<file path="src/rtl/axi_arb_pkg.sv">
// Shared types and constants for the 2:1 AXI4 arbiter in front of the simulation SRAM.
package axi_arb_pkg;

    typedef enum logic [2:0] {
        StIdle,
        StRd0,
        StRd1,
        StWrAw,
        StWrW,
        StWrB
    } arb_state_e;

    typedef enum logic {
        MstM0 = 1'b0,
        MstM1 = 1'b1
    } mst_idx_e;

    localparam logic [1:0] AXI_BURST_INCR = 2'b01;
    localparam logic [1:0] RESP_OKAY      = 2'b00;
    localparam logic [1:0] RESP_SLVERR    = 2'b10;

endpackage

</file>
<file path="src/rtl/axi_arb_2x1_rr_arb2.sv">
// Two-requester round-robin picker. The pointer names the side that wins a tie and
// moves to the other side whenever a grant is taken (advance high with a request).
module rr_arb2
    import axi_arb_pkg::*;
(
    input  logic       aclk,
    input  logic       aresetn,
    input  logic [1:0] req,
    input  logic       advance,
    output logic [1:0] gnt,
    output logic       ptr
);

    mst_idx_e ptr_q;

    // One-hot grant: a lone requester always wins, a tie goes to the pointer side.
    always_comb begin
        gnt = req;
        if (req == 2'b11) begin
            gnt = (ptr_q == MstM1) ? 2'b10 : 2'b01;
        end
    end

    // Pointer update on a taken grant; the winner drops to lowest priority.
    always_ff @(posedge aclk) begin
        if (!aresetn) begin
            ptr_q <= MstM0;
        end else if (advance && (gnt != 2'b00)) begin
            ptr_q <= gnt[0] ? MstM1 : MstM0;
        end
    end

    assign ptr = ptr_q;

endmodule

</file>
<file path="src/rtl/axi_arb_2x1.sv">
// 2:1 AXI4 arbiter: m0 (fetch, read-only) and m1 (load/store) onto one SRAM slave port,
// one burst in flight at a time. Optional watchdog under `ARB_TIMEOUT_EN`.
module axi_arb_2x1
    import axi_arb_pkg::*;
#(
    parameter int unsigned ADDR_W         = 32,
    parameter int unsigned DATA_W         = 64,
    parameter int unsigned ID_W           = 4,
    parameter int unsigned TIMEOUT_CYCLES = 1024
) (
    input  logic                aclk,
    input  logic                aresetn,
    // m0 read
    input  logic [ADDR_W-1:0]   m0_araddr,
    input  logic [ID_W-1:0]     m0_arid,
    input  logic [7:0]          m0_arlen,
    input  logic [2:0]          m0_arsize,
    input  logic [1:0]          m0_arburst,
    input  logic                m0_arvalid,
    output logic                m0_arready,
    output logic [DATA_W-1:0]   m0_rdata,
    output logic [ID_W-1:0]     m0_rid,
    output logic [1:0]          m0_rresp,
    output logic                m0_rlast,
    output logic                m0_rvalid,
    input  logic                m0_rready,
    // m1 read
    input  logic [ADDR_W-1:0]   m1_araddr,
    input  logic [ID_W-1:0]     m1_arid,
    input  logic [7:0]          m1_arlen,
    input  logic [2:0]          m1_arsize,
    input  logic [1:0]          m1_arburst,
    input  logic                m1_arvalid,
    output logic                m1_arready,
    output logic [DATA_W-1:0]   m1_rdata,
    output logic [ID_W-1:0]     m1_rid,
    output logic [1:0]          m1_rresp,
    output logic                m1_rlast,
    output logic                m1_rvalid,
    input  logic                m1_rready,
    // m1 write
    input  logic [ADDR_W-1:0]   m1_awaddr,
    input  logic [ID_W-1:0]     m1_awid,
    input  logic [7:0]          m1_awlen,
    input  logic [2:0]          m1_awsize,
    input  logic [1:0]          m1_awburst,
    input  logic                m1_awvalid,
    output logic                m1_awready,
    input  logic [DATA_W-1:0]   m1_wdata,
    input  logic [DATA_W/8-1:0] m1_wstrb,
    input  logic                m1_wlast,
    input  logic                m1_wvalid,
    output logic                m1_wready,
    output logic [ID_W-1:0]     m1_bid,
    output logic [1:0]          m1_bresp,
    output logic                m1_bvalid,
    input  logic                m1_bready,
    // slave port
    output logic [ADDR_W-1:0]   s_araddr,
    output logic [ID_W-1:0]     s_arid,
    output logic [7:0]          s_arlen,
    output logic [2:0]          s_arsize,
    output logic [1:0]          s_arburst,
    output logic                s_arlock,
    output logic [3:0]          s_arcache,
    output logic [2:0]          s_arprot,
    output logic                s_arvalid,
    input  logic                s_arready,
    input  logic [DATA_W-1:0]   s_rdata,
    input  logic [ID_W-1:0]     s_rid,
    input  logic [1:0]          s_rresp,
    input  logic                s_rlast,
    input  logic                s_rvalid,
    output logic                s_rready,
    output logic [ADDR_W-1:0]   s_awaddr,
    output logic [ID_W-1:0]     s_awid,
    output logic [7:0]          s_awlen,
    output logic [2:0]          s_awsize,
    output logic [1:0]          s_awburst,
    output logic                s_awlock,
    output logic [3:0]          s_awcache,
    output logic [2:0]          s_awprot,
    output logic                s_awvalid,
    input  logic                s_awready,
    output logic [DATA_W-1:0]   s_wdata,
    output logic [DATA_W/8-1:0] s_wstrb,
    output logic                s_wlast,
    output logic                s_wvalid,
    input  logic                s_wready,
    input  logic [ID_W-1:0]     s_bid,
    input  logic [1:0]          s_bresp,
    input  logic                s_bvalid,
    output logic                s_bready,
    // status
    output logic                busy,
    output logic                timeout_err
);

    arb_state_e state_q, state_d;
    logic       ar_done_q, ar_done_d;       // AR handshake already made for this burst
    logic [7:0] cnt_q, cnt_d;               // W beats accepted before the current one
    logic [7:0] awlen_q, awlen_d;
    logic       slverr_q, slverr_d;         // burst length disagreed with awlen
    logic       wlast_seen_q, wlast_seen_d; // whole W burst went through while still in WR_AW
    logic [1:0] gnt;
    logic       rr_ptr;
    mst_idx_e   rd_mst;

    rr_arb2 u_rr_arb2 (
        .aclk    (aclk),
        .aresetn (aresetn),
        .req     ({m1_arvalid | m1_awvalid, m0_arvalid}),
        .advance (state_q == StIdle),
        .gnt     (gnt),
        .ptr     (rr_ptr)
    );

    // Address/data paths are steered unconditionally; only valid/ready are gated by state.
    assign rd_mst    = (state_q == StRd1) ? MstM1 : MstM0;
    assign s_araddr  = (rd_mst == MstM1) ? m1_araddr  : m0_araddr;
    assign s_arid    = (rd_mst == MstM1) ? m1_arid    : m0_arid;
    assign s_arlen   = (rd_mst == MstM1) ? m1_arlen   : m0_arlen;
    assign s_arsize  = (rd_mst == MstM1) ? m1_arsize  : m0_arsize;
    assign s_arburst = (rd_mst == MstM1) ? m1_arburst : m0_arburst;
    assign s_arlock  = 1'b0;
    assign s_arcache = 4'b0;
    assign s_arprot  = 3'b0;
    assign s_awaddr  = m1_awaddr;
    assign s_awid    = m1_awid;
    assign s_awlen   = m1_awlen;
    assign s_awsize  = m1_awsize;
    assign s_awburst = m1_awburst;
    assign s_awlock  = 1'b0;
    assign s_awcache = 4'b0;
    assign s_awprot  = 3'b0;
    assign s_wdata   = m1_wdata;
    assign s_wstrb   = m1_wstrb;
    assign s_wlast   = m1_wlast;
    assign m0_rdata  = s_rdata;
    assign m0_rid    = s_rid;
    assign m0_rresp  = s_rresp;
    assign m0_rlast  = s_rlast;
    assign m1_rdata  = s_rdata;
    assign m1_rid    = s_rid;
    assign m1_rresp  = s_rresp;
    assign m1_rlast  = s_rlast;
    assign m1_bid    = s_bid;
    assign m1_bresp  = slverr_q ? RESP_SLVERR : s_bresp;
    assign busy      = (state_q != StIdle);

`ifdef ARB_TIMEOUT_EN
    logic [15:0] tmo_q;
    logic        tmo_err_q;
    logic        tmo_hit;
    assign tmo_hit     = (state_q != StIdle) && (tmo_q == 16'(TIMEOUT_CYCLES - 1));
    assign timeout_err = tmo_err_q;
`else
    logic [16:0] unused_cfg;
    assign unused_cfg  = {rr_ptr, 16'(TIMEOUT_CYCLES)};
    assign timeout_err = 1'b0;
`endif

    // Next-state and handshake gating; every valid/ready defaults low.
    always_comb begin
        state_d      = state_q;
        ar_done_d    = ar_done_q;
        cnt_d        = cnt_q;
        awlen_d      = awlen_q;
        slverr_d     = slverr_q;
        wlast_seen_d = wlast_seen_q;
        s_arvalid    = 1'b0;
        m0_arready   = 1'b0;
        m1_arready   = 1'b0;
        m0_rvalid    = 1'b0;
        m1_rvalid    = 1'b0;
        s_rready     = 1'b0;
        s_awvalid    = 1'b0;
        m1_awready   = 1'b0;
        s_wvalid     = 1'b0;
        m1_wready    = 1'b0;
        m1_bvalid    = 1'b0;
        s_bready     = 1'b0;
        unique case (state_q)
            StIdle: begin
                ar_done_d    = 1'b0;
                cnt_d        = '0;
                slverr_d     = 1'b0;
                wlast_seen_d = 1'b0;
                if (gnt[0]) begin
                    state_d = StRd0;
                end else if (gnt[1]) begin
                    state_d = m1_awvalid ? StWrAw : StRd1;  // writes beat reads within m1
                end
            end
            StRd0: begin
                s_arvalid  = m0_arvalid & ~ar_done_q;
                m0_arready = s_arready & ~ar_done_q;
                m0_rvalid  = s_rvalid;
                s_rready   = m0_rready;
            end
            StRd1: begin
                s_arvalid  = m1_arvalid & ~ar_done_q;
                m1_arready = s_arready & ~ar_done_q;
                m1_rvalid  = s_rvalid;
                s_rready   = m1_rready;
            end
            StWrAw: begin
                s_awvalid  = m1_awvalid;
                m1_awready = s_awready;
                s_wvalid   = m1_wvalid & ~wlast_seen_q;
                m1_wready  = s_wready & ~wlast_seen_q;
                if (s_wvalid && s_wready) begin
                    if (m1_wlast) begin
                        wlast_seen_d = 1'b1;
                        slverr_d     = (cnt_q != m1_awlen);
                    end else if (cnt_q != m1_awlen) begin
                        cnt_d = cnt_q + 8'd1;
                    end
                end
                if (s_awvalid && s_awready) begin
                    awlen_d = m1_awlen;
                    state_d = wlast_seen_d ? StWrB : StWrW;
                end
            end
            StWrW: begin
                s_wvalid  = m1_wvalid;
                m1_wready = s_wready;
                if (s_wvalid && s_wready) begin
                    if (m1_wlast) begin
                        slverr_d = (cnt_q != awlen_q);
                        state_d  = StWrB;
                    end else if (cnt_q != awlen_q) begin
                        cnt_d = cnt_q + 8'd1;
                    end
                end
            end
            StWrB: begin
                s_bready  = m1_bready;
                m1_bvalid = s_bvalid;
                if (s_bvalid && m1_bready) begin
                    state_d = StIdle;
                end
            end
            default: state_d = StIdle;
        endcase
        if (s_arvalid && s_arready) begin
            ar_done_d = 1'b1;
        end
        if (s_rvalid && s_rready && s_rlast) begin
            state_d = StIdle;
        end
`ifdef ARB_TIMEOUT_EN
        if (tmo_hit) begin
            state_d = StIdle;
        end
`endif
    end

    // State and burst-tracking registers, synchronous active-low reset.
    always_ff @(posedge aclk) begin
        if (!aresetn) begin
            state_q      <= StIdle;
            ar_done_q    <= 1'b0;
            cnt_q        <= '0;
            awlen_q      <= '0;
            slverr_q     <= 1'b0;
            wlast_seen_q <= 1'b0;
        end else begin
            state_q      <= state_d;
            ar_done_q    <= ar_done_d;
            cnt_q        <= cnt_d;
            awlen_q      <= awlen_d;
            slverr_q     <= slverr_d;
            wlast_seen_q <= wlast_seen_d;
        end
    end

`ifdef ARB_TIMEOUT_EN
    // Watchdog: restarts on every state change, counts while a grant is held.
    always_ff @(posedge aclk) begin
        if (!aresetn) begin
            tmo_q     <= '0;
            tmo_err_q <= 1'b0;
        end else begin
            if (state_d != state_q) begin
                tmo_q <= '0;
            end else if (state_q != StIdle) begin
                tmo_q <= tmo_q + 16'd1;
            end
            if (tmo_hit) begin
                tmo_err_q <= 1'b1;
`ifndef SYNTHESIS
                $display("axi_arb_2x1: watchdog expired in %s, granted m%0d (rr_ptr %0d)",
                         state_q.name(), (state_q == StRd0) ? 0 : 1, rr_ptr);
`endif
            end
        end
    end
`endif

endmodule
</file>
<file path="config.mk">
export PLATFORM = sky130hd
export DESIGN_NAME = axi_arb_2x1
export DESIGN_NICKNAME = d
export VERILOG_FILES = /design/src/rtl/axi_arb_pkg.sv /design/src/rtl/axi_arb_2x1_rr_arb2.sv /design/src/rtl/axi_arb_2x1.sv
export SDC_FILE = /design/constraint.sdc
export NUM_CORES = 1
export LEC_CHECK = 0
export CORE_AREA = 4 4 256 258
export CTS_CLUSTER_DIAMETER = 50
export DETAILED_ROUTE_END_ITERATION = 8
export DIE_AREA = 0 0 260 262
export PLACE_DENSITY = 0.35
export SETUP_SLACK_MARGIN = 0.5
export SLEW_MARGIN = 20
export SYNTH_ARGS = -nofsm -noshare
export SYNTH_HDL_FRONTEND = slang
export SYNTH_SLANG_ARGS = --single-unit
</file>
<file path="constraint.sdc">
create_clock -name aclk -period 2.2 [get_ports aclk]
set_input_delay 0.44 -clock aclk [delete_from_list [all_inputs] [get_ports aclk]]
set_output_delay 0.44 -clock aclk [all_outputs]
set_load 0.01 [all_outputs]
</file>
Yosys cells after proc, flatten, opt, wreduce, memory -nomap -nowiden:

Index checks and enable logic that the tools add are counted.
Widths: inputs -> output; s select.

* logic and storage cells: 106
* flip-flop bits (word level): 23
* output and inout bits: 349

* add/subtract/negate cells: 1
* reductions and logical operators: 20
* equal/unequal tests: 19
* muxes and demuxes: 49
* bitwise logic cells: 10

Operator list (count)
* $mux 8: 7
* $mux 32: 1
* $pmux 8 s3: 1
* $mux 1: 21
* $mux 3: 7
* $ne 2x2->1 const B: 10
* $ne 8x8->1: 2
* $pmux 3 s5: 1
* $pmux 1 s2: 5
* $add 8x1->8 const B: 1
* $logic_and 1x1->1: 8
* $mux 2: 4
* $reduce_and 7->1: 1
* $eq 3x2->1 const B: 2
* $eq 3x3->1 const B: 2
* $reduce_and 6->1: 1
* $reduce_bool 2->1: 3
* $reduce_bool 3->1: 2
* $and 1x1->1: 5
* $reduce_and 5->1: 1
* $mux 4: 1
* $not 1->1: 4
* $reduce_or 2->1: 2
* $eq 3x1->1 const B: 1
* 6 further kinds: 6

Logic depth before layout (Yosys ltp):

* word-level depth: 8
* gate-level depth with buffers: 6
* gate-level depth less buffers: 6

Cells and area by module:

A second synthesis with hierarchy kept.

* cell total of the unflattened synthesis: 530
* area total of the unflattened synthesis: 4337.9 um2

Modules (own cells, without submodules)
* axi_arb_2x1: cells an instance 523, instances 1, sequential area each 440.4 um2, area an instance 4276.6 um2
* rr_arb2: cells an instance 7, instances 1, sequential area each 20.0 um2, area an instance 61.3 um2

Least setup slack after synthesis:

OpenSTA, ideal clock, no wires.

* path kind: reg-to-output
* start point: register state_q[1]
* end point: output s_araddr[0]
* slack: 231 ps
* data arrival time: 1529 ps
* path buffers: 2
* stages on the path, launching flop included: 6
* required time: 1760 ps
* cell sequence: dfxtp_1 -> nor2b_1 -> nor2b_1 -> clkbuf_1 -> buf_2 -> mux2_2

* longest elaborated chain between the ends: 3

Ends and longest elaborated chain
* from (decl): line axi_arb_2x1.sv:99 `arb_state_e state_q, state_d;`
* from (signal assigned): line axi_arb_2x1.sv:262 `state_q <= StIdle;`
* from (signal assigned): line axi_arb_2x1.sv:269 `state_q <= state_d;`
* $eq 3x2->1: line axi_arb_2x1.sv:119 `assign rd_mst = (state_q == StRd1) ? MstM1 : MstM0;`
* $mux 1: line axi_arb_2x1.sv:119
* $mux 32: line axi_arb_2x1.sv:120 `assign s_araddr = (rd_mst == MstM1) ? m1_araddr : m0_araddr;`
* to (decl): line axi_arb_2x1.sv:59 `output logic [ADDR_W-1:0] s_araddr,`

Every way passes these cells.

Worst setup path after layout:

* start point: register state_q[1]
* end point: output s_araddr[16]

The elaborated chain is that of the path after synthesis.

==> results.sh <==
export IMPL_finalInstanceArea_sq_mm=0.00684
export IMPL_port_buffers=198
export IMPL_dp_cells=1352
export IMPL_die_w_microns=260
export IMPL_slew_viol_final=0
export IMPL_grt_start_max_net_pins=15
export IMPL_syn2layout_area_growth_pct=57.5
export IMPL_yosysMostFrequentCell="buf_4"
export IMPL_drtPass1Iterations=4
export IMPL_cp_required_ns=1.76
export IMPL_yosys_register_bits=23
export IMPL_clk_latency_ns=0.26
export IMPL_stdcell_count=1388
export IMPL_vias=3567
export IMPL_nNetsFinal=853
export IMPL_synth_ff_type="dfxtp_1"
export IMPL_cp_num_buf_inv=4
export IMPL_post_drt_wl_per_cell_microns=19.8
export IMPL_worstPathCellList="nor2b_4 -> nor2b_4 -> buf_12 -> buf_12 -> buf_16 -> mux2_4 -> buf_6"
export IMPL_clkSinkCount=23
export IMPL_rsz0062_at_grt="yes"
export IMPL_arrival_ns=1.79
export IMPL_ys_seq_area_frac=0.106
export IMPL_yosys_top_cells_count="buf_4 (285), mux2_2 (49), dfxtp_1 (23)"
export IMPL_die_y_microns=262
export IMPL_place_gp_congestion=0.764
export IMPL_dp_hpwl_mm=23.5
export IMPL_cp_end_kind="primary output"
export IMPL_timing_max_cap_violations=0
export IMPL_crit_type="reg2out"
export IMPL_cp_startpoint="state_q[1]"
export IMPL_outcome="complete, but fails checks"
export IMPL_maxClockFrequency_mhz=448
export IMPL_io_pins=660
export IMPL_grt_pass1_vias=3819
export IMPL_clockRootBuffer="clkbuf_16"
export IMPL_fin_crit_ns=2.23
export IMPL_fill_cells=7300
export IMPL_grt_pass1_wl_mm=33.5
export IMPL_final_hold_viol_count=0
export IMPL_synth_top_area_frac=0.493
export IMPL_clockBufferDepth=2
export IMPL_drc=0
export IMPL_cts_tree="done"
export IMPL_path_clk_slew_ns=0.07
export IMPL_vias_per_cell=2.57
export IMPL_hold_path_startpoint="u_rr_arb2.ptr"
export IMPL_cp_slowest_cell="dfxtp_4"
export IMPL_irDropWorstVdd_mv=0.442
export IMPL_powerDensity_mw_per_mm2=735
export IMPL_crit_path_start_kind="register"
export IMPL_r2r_slack_ns=0.09
export IMPL_setup_ws_ns=-0.0343
export IMPL_start_util=0.0690
export IMPL_drt_wl_total_mm=27.5
export IMPL_synth_largest_area_cell="buf_4"
export IMPL_crit_family="buffers and inverters"
export IMPL_cts_max_level=1
export IMPL_dr_first_iter_drc_count=150
export IMPL_synthArstFlopShare=0
export IMPL_violations="negative setup slack"
export IMPL_finalClockSkew_ns=0.00650
export IMPL_synth_area_top_cells="buf_4 (49%), mux2_2 (13%), dfxtp_1 (11%)"
export IMPL_r2r_start="state_q[1]"
export IMPL_p_leak_nw=2.65
export IMPL_grt_remaining_overflow=0
export IMPL_grt_usage=0.0716
export IMPL_fin_hold_ws_ns=0.505
export IMPL_hp_class="reg2reg"
export IMPL_finalCritPeriodShare=1.02
export IMPL_netlist_area_sq_mm=0.00434
export IMPL_cts_inserted_buffers=3
export IMPL_netlist_instances=530
export IMPL_cp_slowest_stage_delay_ns=0.35
export IMPL_synth_edf_count=0
export IMPL_drtAntennaViolNets=0
export IMPL_hold_buffers=0
export IMPL_path_max_fanout=6
export IMPL_layout_drive_gt1_share=0.506
export IMPL_floorplan_rows=92
export IMPL_syn_avg_cell_area_sq_um=8.19
export IMPL_setup_viol_count_final=16
export IMPL_core_area_sq_mm=0.0630
export IMPL_antenna_found_initial=1
export IMPL_dieArea_sq_mm=0.0681
export IMPL_dpl_instance_area_sq_mm=0.00596
export IMPL_ys_warn_count=0
export IMPL_yosysUniqueCellTypes=56
where the power goes:
| part | leakage [nW] | switching, mW | internal [mW] |
|---|---|---|---|
| registers | 0.188 | 0.0523 | 0.469 |
| logic | 2.42 | 1.72 | 2.36 |
| clock network | 0.0382 | 0.178 | 0.248 |
area by class of cell:
cell class,count,area [sq um],area share
sequential,23,469,0.0686
multi-input combinational,218,2180,0.319
tap,846,1060,0.155
timing repair buffer,290,3020,0.441
clock buffer,4,78.8,0.0115
inverter,5,26.3,0.00384
antenna,2,5.00,0.000732
sequential cells by signal (all words and copies together) (netlist names):
register       count
awlen_q            8
cnt_q              8
state_q            3
ar_done_q          1
slverr_q           1
u_rr_arb2.ptr      1
wlast_seen_q       1
routing by layer:
metal / vias to the layer above / share of wire / GRT usage
li1: 1495 / - / -
met1: 1578 / 0.31 / 0.0650
met2: 472 / 0.46 / 0.117
met3: 22 / 0.19 / 0.0621
met4: 0 / 0.035 / 0.0249
met5: - / 0 / 0
path summary, 6_finish.rpt:
check | end | depth (start not counted)
worst max-delay path | s_araddr[16] | 7
worst min-delay path | u_rr_arb2.ptr | 2
worst max register to register | cnt_q[3] | 10
worst min register to register | u_rr_arb2.ptr | 2
repair_timing:
item,CTS,global route
endpoints found under the setup margin,86,83
gates cloned,2,1
pin swaps,12,18
resized for setup,406,52
buffers inserted,18,9
cells by family (layout without fill, tap and decap cells):
logic type	after synthesis	in the layout	share of synthesized area
buffers and inverters	305	299	0.514
and+or+nand+nor	80	80	0.115
muxes	58	58	0.148
AOI/OAI and AO/OA	46	46	0.0813
DFF	23	23	0.106
xor gates and xnor gates	16	16	0.0323
adders and majority gates	1	1	0.00288
other	1	19	0.000864
placed cells by master (no fill, tap or decap), drive strengths merged, types with 2 or more instances in the layout:
cell type      count
a21oi              5
o21a               3
nand4              4
a22oi              4
and2               3
o21ai             10
o2bb2ai            2
xnor2             16
nand3              3
dlygate4sd2       13
nand2b             2
nor4               2
conb              17
nor2b              7
o211ai             3
clkbuf             4
nor3b              3
and4b              4
a32o               2
nor2              17
or2                2
mux2i              9
or3                2
and3               3
inv                5
clkdlybuf4s50    111
clkdlybuf4s15      9
mux2              49
dfxtp             23
nor4bb             2
diode              2
nand2             11
a31oi              2
nor3               8
o311a              2
a211oi             3
buf              157
worst reg2reg max path, cell delays in order (launching register included):
cell and delay, ns:
dfxtp_4 0.35, buf_4 0.10, buf_6 0.09, buf_8 0.10, buf_6 0.11, nand3b_4 0.08
buf_6 0.14, o311ai_4 0.34, o21ai_1 0.11, or3_1 0.33, a32o_1 0.26
per-stage QoR:
| step | setup TNS, ns | setup WS, ns | util | total power, mW |
|---|---|---|---|---|
| 6_report | -0.282 | -0.0343 | 0.109 | 5.02 |
| 3_3_place_gp | -4.66 | -0.480 | 0.0947 | 3.61 |
| 2_1_floorplan | 0 | 0.463 | - | 2.41 |
| 5_1_grt | -3.32 | -0.115 | 0.109 | 5.31 |
| 4_1_cts | -1.13 | -0.0657 | 0.104 | 4.77 |
| 3_5_place_dp | -5.10 | -0.478 | 0.0947 | 3.59 |
Note: power is estimated with default switching activity, not from simulation.
